`config.mk`:
```
export PLATFORM = sky130hd
export DESIGN_NAME = input_conditioner
export DESIGN_NICKNAME = d
export VERILOG_FILES = /design/src/rtl/input_pkg.sv /design/src/rtl/button_debounce.sv /design/src/rtl/input_conditioner.sv
export SDC_FILE = /design/constraint.sdc
export NUM_CORES = 1
export LEC_CHECK = 0
export ABC_AREA = 1
export CAP_MARGIN = 5
export CORE_AREA = 2 2 184 186
export DETAILED_ROUTE_END_ITERATION = 6
export DIE_AREA = 0 0 186 188
export GPL_ROUTABILITY_DRIVEN = 0
export PLACE_DENSITY = 0.61
export SYNTH_ARGS = -nofsm -noshare
export SYNTH_HDL_FRONTEND = slang
export SYNTH_SLANG_ARGS = --single-unit
```
`constraint.sdc`:
```
create_clock -name clk_i -period 18 [get_ports clk_i]
set_input_delay 2.7 -clock clk_i [delete_from_list [all_inputs] [get_ports clk_i]]
set_output_delay 2.7 -clock clk_i [all_outputs]
set_load 0.02 [all_outputs]
```
`src/rtl/input_pkg.sv`:
```
// rtl/input_pkg.sv - shared types, direction indices and defaults for input_conditioner
package input_pkg;

  typedef enum logic {
    READY    = 1'b0,
    COOLDOWN = 1'b1
  } shoot_state_t;

  localparam int DIR_UP    = 3;
  localparam int DIR_DOWN  = 2;
  localparam int DIR_LEFT  = 1;
  localparam int DIR_RIGHT = 0;

  localparam int DEFAULT_DEBOUNCE_CYCLES = 250000;
  localparam int DEFAULT_COOLDOWN_CYCLES = 12500000;

  // Keep only the highest-priority pressed direction: up > down > left > right.
  function automatic logic [3:0] priority_mask(input logic [3:0] dirs);
    priority_mask = 4'b0000;
    if (dirs[DIR_UP])         priority_mask[DIR_UP]    = 1'b1;
    else if (dirs[DIR_DOWN])  priority_mask[DIR_DOWN]  = 1'b1;
    else if (dirs[DIR_LEFT])  priority_mask[DIR_LEFT]  = 1'b1;
    else if (dirs[DIR_RIGHT]) priority_mask[DIR_RIGHT] = 1'b1;
  endfunction

endpackage

```
`src/rtl/button_debounce.sv`:
```
// rtl/button_debounce.sv - 2-flop synchroniser plus counter debouncer for one raw button
module button_debounce
  import input_pkg::*;
#(
  parameter int DEBOUNCE_CYCLES = DEFAULT_DEBOUNCE_CYCLES
) (
  input  logic clk_i,
  input  logic reset_i,
  input  logic raw_i,
  output logic stable_o
);

  localparam int CW = $clog2(DEBOUNCE_CYCLES + 1);
  localparam logic [CW-1:0] CNT_LAST = CW'(DEBOUNCE_CYCLES - 1);

  logic          meta;
  logic          sync;
  logic [CW-1:0] count;

  // Any sample equal to the stable level restarts the run, so bounces never accumulate.
  always_ff @(posedge clk_i or posedge reset_i) begin
    if (reset_i) begin
      meta     <= 1'b0;
      sync     <= 1'b0;
      stable_o <= 1'b0;
      count    <= '0;
    end else begin
      meta <= raw_i;
      sync <= meta;
      if (sync == stable_o) begin
        count <= '0;
      end else if (count == CNT_LAST) begin
        stable_o <= sync;
        count    <= '0;
      end else begin
        count <= count + CW'(1);
      end
    end
  end

endmodule

```
`src/rtl/input_conditioner.sv`:
```
// rtl/input_conditioner.sv - debounced, direction-masked moves and rate-limited fire pulses for two players
module input_conditioner
  import input_pkg::*;
#(
  parameter int DEBOUNCE_CYCLES = DEFAULT_DEBOUNCE_CYCLES,
  parameter int COOLDOWN_CYCLES = DEFAULT_COOLDOWN_CYCLES
) (
  input  logic       clk_i,
  input  logic       reset_i,
  input  logic [3:0] player_1_move_raw_i,
  input  logic [3:0] player_2_move_raw_i,
  input  logic       player_1_shoot_raw_i,
  input  logic       player_2_shoot_raw_i,
  output logic [3:0] player_1_move_o,
  output logic [3:0] player_2_move_o,
  output logic       player_1_shoot_o,
  output logic       player_2_shoot_o
);

  localparam int CCW = $clog2(COOLDOWN_CYCLES + 1);
  localparam logic [CCW-1:0] COOL_LOAD = CCW'(COOLDOWN_CYCLES - 1);

  logic [9:0] raw;
  logic [9:0] stable;

  // Bit map: [3:0] p1 move, [7:4] p2 move, [8] p1 shoot, [9] p2 shoot.
  assign raw = {player_2_shoot_raw_i, player_1_shoot_raw_i,
                player_2_move_raw_i, player_1_move_raw_i};

  for (genvar i = 0; i < 10; i++) begin : g_btn
    button_debounce #(
      .DEBOUNCE_CYCLES(DEBOUNCE_CYCLES)
    ) u_btn (
      .clk_i    (clk_i),
      .reset_i  (reset_i),
      .raw_i    (raw[i]),
      .stable_o (stable[i])
    );
  end

  always_ff @(posedge clk_i or posedge reset_i) begin
    if (reset_i) begin
      player_1_move_o <= 4'b0000;
      player_2_move_o <= 4'b0000;
    end else begin
      player_1_move_o <= priority_mask(stable[3:0]);
      player_2_move_o <= priority_mask(stable[7:4]);
    end
  end

  logic [1:0] shoot_prev;
  logic [1:0] rise;
  logic [1:0] fire;

  always_ff @(posedge clk_i or posedge reset_i) begin
    if (reset_i) begin
      shoot_prev <= 2'b00;
      rise       <= 2'b00;
    end else begin
      shoot_prev <= stable[9:8];
      rise       <= stable[9:8] & ~shoot_prev;
    end
  end

  for (genvar p = 0; p < 2; p++) begin : g_shoot
    shoot_state_t   state;
    shoot_state_t   state_next;
    logic [CCW-1:0] cool;
    logic [CCW-1:0] cool_next;
    logic           fire_q;
    logic           fire_next;

    always_ff @(posedge clk_i or posedge reset_i) begin
      if (reset_i) begin
        state  <= READY;
        cool   <= '0;
        fire_q <= 1'b0;
      end else begin
        state  <= state_next;
        cool   <= cool_next;
        fire_q <= fire_next;
      end
    end

    // A rise seen while cooling down is simply lost; it is never remembered.
    always_comb begin
      state_next = state;
      cool_next  = cool;
      fire_next  = 1'b0;
      case (state)
        READY: begin
          if (rise[p]) begin
            fire_next  = 1'b1;
            cool_next  = COOL_LOAD;
            state_next = COOLDOWN;
          end
        end
        COOLDOWN: begin
          if (cool == '0) state_next = READY;
          else            cool_next  = cool - CCW'(1);
        end
        default: state_next = READY;
      endcase
    end

    assign fire[p] = fire_q;
  end

  assign player_1_shoot_o = fire[0];
  assign player_2_shoot_o = fire[1];

endmodule

```
After elaboration in Yosys (flattened, before gate mapping)

Index checks and enable logic that the tools add are counted.

Flip-flop bits (word level): 274
Latch bits: 0
Bits in writable memories: 0
ROM bits: 0
Input port bits: 12
Word-level logic and storage cells: 162
Memories kept: 0

Add/sub/neg operators: 12
Multiply operators: 0
Divide/modulo/power cells: 0
Order comparisons: 0
Eq/ne operators: 24
Shifts and indexed selects: 0
Mux-type cells: 48
Bitwise gates (word level): 14
Reductions and logical operators: 14

Operators with widths:

| cell                  | count |
|---|---|
| $mux 18               | 20 |
| $add 18x1->18 const B | 10 |
| $eq 18x18->1 const B  | 10 |
| $mux 24               | 4 |
| $pmux 24 s2           | 2 |
| $logic_not 24->1      | 2 |
| $sub 24x1->24 const B | 2 |
| $reduce_and 2->1      | 12 |
| $mux 1                | 16 |
| $not 1->1             | 12 |
| $eq 1x1->1            | 10 |
| $ne 2x2->1 const B    | 4 |
| $mux 3                | 2 |
| $mux 2                | 2 |
| $pmux 1 s2            | 2 |
| $and 2x2->2           | 1 |
| $not 2->2             | 1 |

Longest topological paths before layout

Word-level depth: 4
Mapped depth: 10

Hierarchy

Synthesis repeated with hierarchy kept, for this count alone.

Cell total of the unflattened synthesis: 1915
Area total of the unflattened synthesis: 15421.0 µm²

By module, submodules not included:

| module            | times used | cells an instance | area each (µm²) | seq. area each (µm²) |
|---|---|---|---|---|
| button_debounce   | 10         | 139               | 1159.9          | 525.5 |
| input_conditioner | 1          | 525               | 3822.4          | 1601.5 |

Worst setup path after synthesis

Ideal clock, no wire load.

Path type: reg-to-output
Start point: reg player_1_move_o[0]
End point: out player_1_move_o[0]
Data arrival time: 0.416 ns
Setup slack: 14.884 ns
Cell stages (with the launch flop): 1
Path through: dfrtp_1

RTL lines:

| what                   | line                    | source |
|---|---|---|
| from (decl)            | input_conditioner.sv:14 | `output logic [3:0] player_1_move_o,` |
| from (signal assigned) | input_conditioner.sv:46 | `player_1_move_o <= priority_mask(stable[3:0]);` |

No word-level cell between the ends.

==> run summary <==
Synth async-reset ratio = 1.00
Final setup vio count = 0
PnR worst setup slack = 13140 ps
Worst skew pair latency = 570 ps
Critical Path Start Type = primary input
Hold path start = g_btn[6].u_btn.meta
Layout net count = 1921
Vias per cell = 4.94
# resized after CTS = 0
Total length of routed wires = 29.7 mm
Final min period = 4860 ps
Die Width = 186 µm
Worst endpoint required time = 18630 ps
EDFF count, synth = 0
Skew final = 11.4 ps
Routed wire per std cell = 12.6 µm
Std-Cell Rows = 67
Worst Path Arrival = 5480 ps
DRT antenna net count = 0
IO Pins = 22
Hold Fails Final Rpt = 0
Combinational Power Share = 0.027
Antenna Diode Count = 0
DPL Wire Length = 20.9 mm
Placement Setup Slack = 12260 ps
Maximum clock frequency = 0.206 GHz
Critical Path Sink Type = async pin
Syn nets = 1877
Worst-path clk slew = 60 ps
Total of max-cap violations = 0
TritonRoute pass-1 iters = 4
FF-to-FF setup slack = 16190 ps
GRT overflow = 0
Top-count cell post-synth = nand2_1
Reg2reg start = g_shoot[1].cool[0]
Clock sinks = 274
Leakage = 7.61 nW
DR vias = 11.7k
Crit path largest cell delay = 850 ps
Worst reg2reg endpoint = g_shoot[1].cool[20]
Postcts setup bufs = 0
Largest net degree at the start of global routing = 144
Crit-path cells = clkdlybuf4s50_1 > inv_8 > buf_4 > buf_4
DIE HEIGHT = 188 µm
Hold depth = 0
Yosys reg bits = 274
Synth Flop Type = dfrtp_1
Worst Hold Class = flop to flop
Layout cells sized above 1 = 0.0861
Cell taking the most area after synthesis = dfrtp_1
DRT iter0 DRCs = 736
Delay-heaviest family, CP = buffers and inverters
CP Max Fanout = 143
Worst slew margin = 0.329
Switch Pwr = 281 µW
Synth warn = 0
Area of the core = 0.0331 mm²
Internal = 996 µW
Cell mode on critical path = buf_4
Maximum clock insertion buffer count = 3
Critical path class = primary input to async pin
CTS tree = done
Synth Area per Inst = 7.89 µm²
Clk root buf = clkbuf_16
Port Buf Inserts = 21
# DRC = 0
Initial Util = 0.441
Vias in the first global route = 11.4k
Worst vdd ir = 79.0 µV
Status = completed
Crit-path slowest cell = buf_4
Crit path from = reset_i
Cell variety after synth = 43
Synth top area share = 0.470
WHS Endpoint = g_btn[6].u_btn.sync
Top post-synthesis cells by count = nand2_1 (363), nor2_1 (361), dfrtp_1 (274)
Total CTS buffers = 31
CTS H-tree depth = 1
Mapped Cells = 1851
Sequential-to-total area share from yosys stat = 0.470
Die area = 0.0350 mm²
Layout area overhead = 11.4%
Synth top area cells = dfrtp_1 (47%), nand2_1 (9.3%), nor2_1 (9.3%)
Net Sw Frac = 0.220
Pwr Density = 78.5 mW/mm²
Post-route setup TNS = 0 ps
Final period util = 0.270
First-pass GRT wire length = 52.9 mm
Synth Cell Area = 0.0146 mm²
Power share of the clock group = 0.479
All-layer global routing usage = 0.181
Reg2Reg Depth = 9
Initial antenna violation count = 0
Max Slew Vio Count = 0
RSZ-0062 raised after global routing = no
Worst Path Buf+Inv = 4
Cts hold-fix bufs = 0
Reg power frac = 0.494
Tightest Pin Transition = 1010 ps
-- final cells by class --
cell class | instances | area (µm²)
clock buffer | 45 | 878
clock inverter | 9 | 95.1
fill | 3222 | 16800
inverter | 247 | 935
multi-input combinational | 1318 | 6720
sequential | 274 | 6860
tap | 448 | 561
timing repair buffer | 23 | 225
-- layout by cell type, fill, tap and decap left out, types with 11 or more instances in the layout --
| cell | synthesis | final |
|---|---|---|
| dfrtp_1 | 274 | 274 |
| nor3b_1 | 12 | 12 |
| o21ai_0 | 26 | 26 |
| nand2_1 | 363 | 363 |
| inv_2 | 11 | 11 |
| nor3_1 | 84 | 84 |
| a21oi_1 | 38 | 38 |
| clkdlybuf4s50_1 | 0 | 21 |
| nor2_2 | 27 | 27 |
| nor3_2 | 13 | 13 |
| o21ai_2 | 12 | 12 |
| xnor2_1 | 16 | 16 |
| xor2_1 | 71 | 71 |
| nand4_1 | 58 | 58 |
| nor2_1 | 361 | 361 |
| nand2_2 | 16 | 16 |
| ha_1 | 14 | 14 |
| nand3_1 | 136 | 136 |
| clkbuf_16 | 0 | 31 |
| inv_1 | 234 | 233 |
-- sequential cells by signal, indices dropped and copies added, names as in the netlist --
signal                cells
g_btn.u_btn.count       180
g_shoot.cool             48
shoot_prev                2
player_1_move_o           4
player_2_move_o           4
g_shoot.state             2
g_btn.u_btn.meta         10
rise                      2
player_2_shoot_o          1
g_btn.u_btn.stable_o     10
player_1_shoot_o          1
g_btn.u_btn.sync         10
-- power groups by stage --
stage	sequential (mW)	combinational, mW	clock, mW
floorplan	0.640	0.0248	0
global placement	0.641	0.0359	0
detailed placement	0.642	0.0362	0
CTS	0.630	0.0364	0.631
global route	0.631	0.0412	0.658
finish	0.630	0.0347	0.612
-- metal layers --
layer	GRT usage	wire length [µm]
met5	0	0
met1	0.247	14400
met2	0.298	13600
met4	0.0509	810
met3	0.0266	891
-- through the flow --
step | hold slack (ps) | area (µm²) | cells | power, mW | utilization
detailed placement | 336 | 15300 | 2310 | 0.678 | 0.462
global route | 353 | 16300 | 2364 | 1.33 | 0.491
CTS | 348 | 16300 | 2364 | 1.30 | 0.491
floorplan | 331 | 14600 | 1851 | 0.665 | -
global placement | 334 | 15300 | 2310 | 0.677 | 0.462
finish | 346 | 16300 | 2364 | 1.28 | 0.491
-- worst max-delay path by stage --
stage / end / slack, ps / depth (start not counted)
floorplan: g_btn[0].u_btn.count[0] / 7750 / 1
global placement: g_btn[4].u_btn.count[14] / 12280 / 4
detailed placement: g_btn[4].u_btn.count[14] / 12260 / 4
CTS: g_btn[4].u_btn.count[16] / 12880 / 4
global route: g_btn[4].u_btn.stable_o / 12610 / 4
finish: g_btn[4].u_btn.stable_o / 13140 / 4
-- cells by family (layout without fill, tap and decap cells) --
group                    after synthesis  in the layout  share of synthesized area
AND/OR/NAND/NOR                     1110           1110                      0.351
flip-flops                           274            274                      0.470
buffers and inverters                259            324                     0.0701
AO/OA/AOI/OAI                        107            107                     0.0452
XOR/XNOR                              87             87                     0.0522
adder cells (fa/ha/maj)               14             14                     0.0120
-- worst reg2reg max path, cell delays in order (launching register included) --
cell     delay (ps)
dfrtp_1         350
inv_1           160
ha_1            290
nand3_1         190
nor2_1          290
inv_1            70
nor2_1          150
nand2_1          70
nand2_1          60
nand3_1          60
Power figures use the tool's default switching activity.
